## src/rtl/map_pkg.sv

```systemverilog
// map_pkg: tile codes, map dimensions, arbiter states and the map range check shared by the map and its access arbiter
package map_pkg;
  localparam logic [1:0] TILE_EMPTY = 2'd0;
  localparam logic [1:0] TILE_BRICK = 2'd1;
  localparam logic [1:0] TILE_STEEL = 2'd2;
  localparam int MAP_W = 25;
  localparam int MAP_H = 18;
  typedef enum logic [1:0] {S_IDLE, S_ISSUE, S_WAIT, S_RESP} arb_state_t;
  function automatic logic in_map(input logic [4:0] x, input logic [4:0] y);
    return (int'(x) < MAP_W) && (int'(y) < MAP_H);
  endfunction
endpackage

```

## src/rtl/map_access_arbiter_rr_arbiter.sv

```systemverilog
// rr_arbiter: round-robin pick starting at ptr; req/ptr in, one-hot grant and its index out
module rr_arbiter #(
  parameter int N_REQ = 4,
  localparam int IW = N_REQ > 1 ? $clog2(N_REQ) : 1
) (
  input  logic [N_REQ-1:0] req,
  input  logic [IW-1:0]    ptr,
  output logic [N_REQ-1:0] grant,
  output logic [IW-1:0]    idx
);
  always_comb begin
    grant = '0;
    idx = '0;
    for (int i = N_REQ - 1; i >= 0; i--) begin
      if (req[(int'(ptr) + i) % N_REQ]) begin
        grant = '0;
        grant[(int'(ptr) + i) % N_REQ] = 1'b1;
        idx = IW'((int'(ptr) + i) % N_REQ);
      end
    end
  end
endmodule

```

## src/rtl/map_access_arbiter.sv

```systemverilog
// map_access_arbiter: round-robin tile read / brick-destroy access to the map; clk/rstn, req_* in, req_ready/rsp_* out, map_rd_*/map_wr_* map ports, bricks_destroyed count, busy
module map_access_arbiter
  import map_pkg::*;
#(
  parameter int N_REQ = 4
) (
  input  logic               clk,
  input  logic               rstn,
  input  logic [N_REQ-1:0]   req_valid,
  input  logic [5*N_REQ-1:0] req_x,
  input  logic [5*N_REQ-1:0] req_y,
  input  logic [N_REQ-1:0]   req_destroy,
  output logic [N_REQ-1:0]   req_ready,
  output logic [N_REQ-1:0]   rsp_valid,
  output logic [1:0]         rsp_tile,
  output logic [4:0]         map_rd_x,
  output logic [4:0]         map_rd_y,
  input  logic [1:0]         map_rd_tile,
  output logic               map_wr_en,
  output logic [4:0]         map_wr_x,
  output logic [4:0]         map_wr_y,
  output logic [1:0]         map_wr_tile,
  output logic [7:0]         bricks_destroyed,
  output logic               busy
);
  localparam int IW = N_REQ > 1 ? $clog2(N_REQ) : 1;
  arb_state_t state, state_nx;
  logic [IW-1:0] ptr, g_idx, win_idx;
  logic [N_REQ-1:0] win;
  logic [4:0] lat_x, lat_y;
  logic lat_d;
  logic [1:0] tile_q;
  logic [7:0] cnt;
  logic grant_fire;
  rr_arbiter #(.N_REQ(N_REQ)) u_rr (
    .req  (req_valid),
    .ptr  (ptr),
    .grant(win),
    .idx  (win_idx)
  );
  always_ff @(posedge clk) state <= !rstn ? S_IDLE : state_nx;
  always_comb begin
    state_nx = state == S_IDLE  ? (|req_valid ? S_ISSUE : S_IDLE) :
               state == S_ISSUE ? S_WAIT :
               state == S_WAIT  ? S_RESP : S_IDLE;
  end
  always_comb begin
    grant_fire = rstn && state == S_IDLE && |req_valid;
    req_ready = grant_fire ? win : '0;
    rsp_valid = (rstn && state == S_RESP) ? N_REQ'(1) << g_idx : '0;
    map_wr_en = rstn && state == S_RESP && lat_d && tile_q == TILE_BRICK;
    busy = state != S_IDLE;
  end
  always_ff @(posedge clk) begin
    if (!rstn) begin
      ptr <= '0;
      g_idx <= '0;
      lat_x <= '0;
      lat_y <= '0;
      lat_d <= 1'b0;
      tile_q <= TILE_EMPTY;
      cnt <= '0;
    end else begin
      if (grant_fire) begin
        ptr <= win_idx == IW'(N_REQ - 1) ? '0 : win_idx + 1'b1;
        g_idx <= win_idx;
        lat_x <= req_x[5*int'(win_idx) +: 5];
        lat_y <= req_y[5*int'(win_idx) +: 5];
        lat_d <= req_destroy[win_idx];
      end
      if (state == S_WAIT) tile_q <= in_map(lat_x, lat_y) ? map_rd_tile : TILE_STEEL;
      if (map_wr_en && cnt != 8'hFF) cnt <= cnt + 8'd1;
    end
  end
  assign rsp_tile = tile_q;
  assign map_rd_x = lat_x;
  assign map_rd_y = lat_y;
  assign map_wr_x = lat_x;
  assign map_wr_y = lat_y;
  assign map_wr_tile = TILE_EMPTY;
  assign bricks_destroyed = cnt;
endmodule

```

## config.mk

```make
export PLATFORM = sky130hd
export DESIGN_NAME = map_access_arbiter
export DESIGN_NICKNAME = d
export VERILOG_FILES = /design/src/rtl/map_pkg.sv /design/src/rtl/map_access_arbiter_rr_arbiter.sv /design/src/rtl/map_access_arbiter.sv
export SDC_FILE = /design/constraint.sdc
export NUM_CORES = 1
export LEC_CHECK = 0
export ABC_AREA = 1
export CELL_PAD_IN_SITES_DETAIL_PLACEMENT = 1
export CELL_PAD_IN_SITES_GLOBAL_PLACEMENT = 1
export CORE_MARGIN = 2
export CORE_UTILIZATION = 29
export DETAILED_ROUTE_END_ITERATION = 7
export PLACE_DENSITY = 0.88
export SYNTH_ARGS = -nofsm -noshare
export SYNTH_HDL_FRONTEND = slang
export SYNTH_SLANG_ARGS = --single-unit
```

## constraint.sdc

```tcl
create_clock -name clk -period 4 [get_ports clk]
set_input_delay 0.8 -clock clk [delete_from_list [all_inputs] [get_ports clk]]
set_output_delay 0.8 -clock clk [all_outputs]
set_load 0.05 [all_outputs]
```

==> results of run 1 <==
## per-stage QoR
step,utilization (%),hold slack (ns),cell area [sq um],std cells
after floorplan,-,0.427,2000,317
after global placement,43.5,0.455,2920,469
final,44.1,0.480,2970,473
after global routing,44.1,0.509,2970,473
after detailed placement,43.5,0.464,2920,469
after CTS,44.1,0.477,2970,473
## path summary, 6_finish.rpt
path,from,cells past startpoint,endpoint
worst max-delay path,rstn,5,map_wr_en
worst min-delay path,lat_d,2,lat_d
worst max register to register,ptr[0],14,lat_d
worst min register to register,lat_d,2,lat_d
## placed cells by master (no fill, tap or decap), drive strengths merged
cell / n
clkdlybuf4s50: 87
dfxtp: 27
o311ai: 1
nor4: 1
a21oi: 16
xnor2: 1
conb: 2
clkbuf: 4
clkinv: 1
nand3: 71
o41ai: 1
inv: 29
o211ai: 1
nand4: 1
o31ai: 1
nor3: 5
ha: 13
buf: 8
nor2: 9
and3: 1
nand2: 95
o22ai: 1
o21ai: 16
xor2: 1
## tightest hold or removal path, stage by stage (launching register included)
cell     delay, ns
dfxtp_1       0.33
nand2_1       0.07
nand2_1       0.05
## sequential cells by signal, indices dropped and copies added, names as in the netlist
name / count
ptr: 2
bricks_destroyed: 8
state: 2
rsp_tile: 2
lat_d: 1
g_idx: 2
map_rd_y: 5
map_rd_x: 5
## metal layers
layer	part of all wire, %	up-vias	GRT usage (%)	wire [um]
met1	45	1132	26.0	3170
li1	-	1178	-	-
met4	1.4	0	4.69	96
met3	3.9	8	2.27	272
met5	0	-	0	0
met2	50	60	30.3	3500
## synth_stat cells (4+ instances only)
cell type	n
nand2_2	4
a21oi_1	16
inv_1	25
dfxtp_1	27
ha_1	13
nor2_1	9
o21ai_0	16
nand3_1	71
buf_4	14
nand2_1	91
buf_2	4
inv_2	4
nor3_1	5
## cells by family after synthesis
logic type	share of synthesized area, %
compound gates	9.98
xor+xnor	0.878
buf+inv	13.6
flops	27.1
simple gates	40.1
fa+ha+maj	8.16
other cells	0.188
## power groups by stage
stage          clock [W]  sequential, W  combinational, W
2_1_floorplan          0       0.000506           0.00105
3_3_place_gp           0       0.000406           0.00150
3_5_place_dp           0       0.000410           0.00155
4_1_cts         0.000158       0.000404           0.00156
5_1_grt         0.000170       0.000415           0.00171
6_report        0.000154       0.000404           0.00155
## layout make-up
cell class | instances | area, sq um | area share [%]
inverter | 30 | 113 | 3.80
timing repair buffer | 95 | 981 | 33.1
sequential | 27 | 541 | 18.2
clock buffer | 4 | 45.0 | 1.52
multi-input combinational | 237 | 1190 | 40.0
tap | 80 | 100 | 3.38
==> flow_metrics.py, run 1 <==
metrics = {
    "sta": {
        "final.period_utilization_pct": 84.5,
        "finalHoldViolations": 0,
        "slew_viol_final": 0,
        "worst_pin_slew_ns": 0.529,
        "finClkSkew_ns": 0.00677,
        "grt_setup_unrepaired": "false",
        "timing.fmax_ghz": 0.296,
        "fin_tns_setup_ns": 0,
        "slew-limit-headroom_pct": 64.6,
        "setup-violations-final": 0,
        "worst_slack_ns": 0.621,
        "finalWorstPathRequiredPeriod_ns": 3.38,
    },
    "logic_synthesis": {
        "yosysWarnings": 0,
        "synth_sequential_area_ratio_pct": 27.1,
        "synth.area.top_cells": "dfxtp_1 (27%), nand3_1 (18%), nand2_1 (17%)",
        "ys_seq_elements": 27,
        "synth_largest_type_area_fraction_pct": 27.1,
        "syn-instance-count": 316,
        "yosysTopAreaCell": "dfxtp_1",
        "synth_async_sr_flop_share_pct": 0,
        "synth_top_flop_cell": "dfxtp_1",
        "yosys.cell_types.count": 27,
        "synth_edf_count": 0,
        "synth_area_sq_um": 1990,
        "mean_cell_area_of_the_mapped_netlist_sq_um": 6.31,
    },
    "grt": {
        "groute.usage.overall_pct": 18.6,
        "grt_pass1_wl_um": 11400,
        "first_global_vias": 2354,
        "initial_antenna_violation_count": 0,
        "overflow": 0,
        "maximum_number_of_pins_on_one_net_before_global_route_repair": 24,
    },
    "clocking": {
        "cts_setup_buffers": 0,
        "tritoncts_num_sinks": 27,
        "clock_latency_ns": 0.27,
        "postCtsResizedCells": 0,
        "holdBufCountCts": 0,
        "cts_buffer_depth": 2,
        "clk_transition_reported_paths_ns": 0.09,
        "tritoncts.num_buffers": 3,
        "clock_tree_from_tritoncts": "yes",
        "cts.htree.levels": 1,
        "clockRootBuffer": "clkbuf_8",
    },
    "worst_setup_path": {
        "crit_path_end_kind": "output pin",
        "critical_path.max_stage_delay_ns": 0.83,
        "timing.critical_path.arrival_ns": 2.58,
        "crit_path_frequent_cell": "clkdlybuf4s50_1",
        "critical_path.startpoint_type": "input pin",
        "cp_cell_sequence": "clkdlybuf4s50_1 > buf_4 > nand2_1 > nor2_1 > clkdlybuf4s50_1",
        "r2r_slack_ns": 0.95,
        "cp_top_family": "buffers and inverters",
        "critical_path_fanouts_max": 11,
        "worst_ep_required_time_ns": 3.20,
        "path_class": "input pin to output pin",
        "crit_slowest_cell": "clkdlybuf4s50_1",
        "critPathBufInv": 3,
    },
    "floorplan": {
        "core.rowCount": 30,
        "die-area_sq_um": 7560,
        "start_util_pct": 29.7,
        "die_w_um": 86.9,
        "ioPinCount": 94,
        "design.core.area_sq_um": 6720,
        "die_h_um": 86.9,
    },
    "placed_design": {
        "post-place-ws_ns": 0.607,
        "gp_congestion": 0.818,
        "hpwlAfterDp_um": 5660,
        "portBuffers": 91,
    },
    "routing": {
        "dr.first_iter.drc_count": 106,
        "detail_route.vias_per_cell": 5.03,
        "routed-via-count": 2378,
        "drt_drc_violations_left": 0,
        "post_detailed_routing_wire_length_um": 7040,
        "ant_nets": 0,
        "drt_first_pass_iters": 4,
        "wire_length_per_cell_um": 14.9,
    },
    "finish": {
        "nets": 459,
        "diodes": 0,
        "area.growth.synth_to_final_pct": 48.7,
        "final.fill_count": 869,
        "drive_above_1_share_pct": 4.83,
    },
    "power_and_ir_drop": {
        "totalPowerFinal_w": 0.00211,
        "pwr-share-seq_pct": 19.2,
        "vdd.ir_drop.worst_v": 0.000397,
        "clkPwrFrac_pct": 7.3,
        "switching_share_of_total_power_pct": 56.9,
        "cellInternalPower_w": 0.000907,
        "pwr-share-comb_pct": 73.5,
        "power.switching_w": 0.00120,
        "power.leakage_nw": 1.30,
        "power_density_nw_per_um2": 710,
    },
    "worst_hold_path": {
        "worst_hold_path_type": "flop to flop",
    },
    "outcome": {
        "status": "completed",
    },
    "flow_run": {
        "maxCapViolCount": 0,
    },
}
(Power assumes the default switching activity.)
==> run 2: changes to the inputs <==
CORE_UTILIZATION = 27   (was 29)
PLACE_DENSITY = 0.83   (was 0.88)
clock period = 3.13 ns   (was 4 ns; I/O delays follow)
==> flow_metrics.py, run 2 (synthesized netlist as in run 1, its figures left out) <==
metrics = {
    "outcome": {
        "status": "completed",
    },
    "sta": {
        "finalHoldViolations": 0,
        "setup-violations-final": 0,
        "final.hold.worst_slack_ns": 0.468,
        "final.period_utilization_pct": 93.3,
        "fin_tns_setup_ns": 0,
        "timing.fmax_ghz": 0.342,
        "worst_pin_slew_ns": 0.539,
        "slew-limit-headroom_pct": 63.9,
        "finClkSkew_ns": 0.00799,
        "finalWorstPathRequiredPeriod_ns": 2.92,
        "slew_viol_final": 0,
        "grt_setup_unrepaired": "false",
        "worst_slack_ns": 0.209,
    },
    "grt": {
        "first_global_vias": 2451,
        "groute.usage.overall_pct": 17.4,
        "initial_antenna_violation_count": 0,
        "grt_pass1_wl_um": 11800,
        "maximum_number_of_pins_on_one_net_before_global_route_repair": 24,
        "overflow": 0,
    },
    "floorplan": {
        "core.rowCount": 31,
        "design.core.area_sq_um": 7210,
        "start_util_pct": 27.6,
        "die_w_um": 89.9,
        "die-area_sq_um": 8090,
        "ioPinCount": 94,
        "die_h_um": 89.9,
    },
    "power_and_ir_drop": {
        "cellInternalPower_w": 0.00120,
        "pwr-share-comb_pct": 73.4,
        "clkPwrFrac_pct": 7.6,
        "power.leakage_nw": 1.35,
        "power_density_nw_per_um2": 884,
        "vdd.ir_drop.worst_v": 0.000519,
        "pwr-share-seq_pct": 19.0,
        "switching_share_of_total_power_pct": 56.0,
        "power.switching_w": 0.00153,
    },
    "finish": {
        "most_frequent_standard_cell_in_the_layout_excluding_fill_and_tap_cells": "nand2_1",
        "diodes": 0,
        "layout_common_cells": "nand2_1 (91), clkdlybuf4s50_1 (82), nand3_1 (71)",
        "area.growth.synth_to_final_pct": 54.6,
        "largest_register_ff_count": 8,
        "fin_util_pct": 42.7,
        "drive_above_1_share_pct": 8.04,
        "nets": 464,
    },
    "flow_run": {
        "maxCapViolCount": 0,
    },
    "worst_setup_path": {
        "critical_path.max_stage_delay_ns": 0.49,
        "timing.critical_path.arrival_ns": 2.29,
        "critPathBufInv": 4,
        "worst_ep_required_time_ns": 2.50,
        "cp_top_family": "flip-flops",
        "cp_cell_sequence": "inv_2 > ha_1 > inv_1 > nand3_1 > nand2_1 > nand3_1 > inv_1 > nand2_1 > nand3_1 > o211ai_1 > a21oi_1 > buf_12",
        "crit_path_end_kind": "output pin",
        "crit_path_frequent_cell": "nand3_1",
        "critical_path.startpoint_type": "flop",
        "path_class": "flop to output pin",
        "critical_path_fanouts_max": 11,
        "crit_slowest_cell": "dfxtp_2",
    },
    "placed_design": {
        "gp_congestion": 0.904,
        "portBuffers": 91,
        "post-place-ws_ns": 0.233,
        "hpwlAfterDp_um": 5730,
    },
    "routing": {
        "post_detailed_routing_wire_length_um": 7030,
        "drt_first_pass_iters": 4,
        "wire_length_per_cell_um": 14.1,
        "drt_drc_violations_left": 0,
        "dr.first_iter.drc_count": 97,
        "ant_nets": 0,
        "routed-via-count": 2417,
        "detail_route.vias_per_cell": 4.86,
    },
    "clocking": {
        "holdBufCountCts": 0,
        "clk_transition_reported_paths_ns": 0.10,
        "clock_tree_from_tritoncts": "yes",
        "clock_latency_ns": 0.28,
        "cts.htree.levels": 1,
        "tritoncts.num_buffers": 3,
        "cts_buffer_depth": 2,
        "clockRootBuffer": "clkbuf_8",
        "tritoncts_num_sinks": 27,
    },
    "worst_hold_path": {
        "worst_hold_path_type": "flop to flop",
    },
}
run 2: cell types whose count changed in the layout (fill, tap and decap cells not counted):
cell / change
buf_12: +5
buf_4: +5
clkinvlp_4: +1
clkdlybuf4s50_1: -5
dfxtp_1: -2
clkbuf_1: -1
dfxtp_2: +2
run 2: per-stage QoR:
step                      cells  area, sq um  total power, W
after floorplan             317         2000         0.00199
after global placement      493         3030         0.00248
after detailed placement    493         3030         0.00253
after CTS                   497         3080         0.00274
after global routing        497         3080         0.00297
final                       497         3080         0.00273
run 2: area by class of cell:
type | count | area [sq um]
fill | 950 | 4130
multi-input combinational | 237 | 1190
inverter | 30 | 113
clock inverter | 1 | 7.51
tap | 99 | 124
clock buffer | 3 | 41.3
timing repair buffer | 100 | 1070
sequential | 27 | 543
run 2: power by group through the flow:
stage	logic, W	registers, W	clock network, W
finish	0.00200	0.000519	0.000206
CTS	0.00202	0.000516	0.000202
global placement	0.00196	0.000518	0
global route	0.00222	0.000533	0.000222
detailed placement	0.00201	0.000524	0
floorplan	0.00135	0.000647	0
run 2: path summary, 6_finish.rpt:
kind	start	endpoint	slack (ns)	cells after the start
worst min-delay path	lat_d	lat_d	0.47	2
worst max register to register	ptr[0]	ptr[1]	0.79	13
worst max-delay path	ptr[0]	req_ready[2]	0.21	12
worst min register to register	lat_d	lat_d	0.47	2
run 2: per-layer routing:
| layer | vias up | GRT usage (%) | part of all wire, % |
|---|---|---|---|
| met2 | 77 | 31.3 | 50 |
| met3 | 12 | 2.01 | 4.1 |
| met1 | 1139 | 21.8 | 43 |
| met5 | - | 0 | 0 |
| li1 | 1189 | - | - |
| met4 | 0 | 5.13 | 2.2 |
run 2: repair_timing:
item                                    4_1_cts  5_1_grt
buffers inserted                              0        0
endpoints found under the setup margin        0        4
resized for setup                             0        2
run 2: tightest hold or removal path, delay by kind of cell, from the launching register on:
family           cells  cell delay (ns)
and+or+nand+nor      2             0.10
DFF                  1             0.33
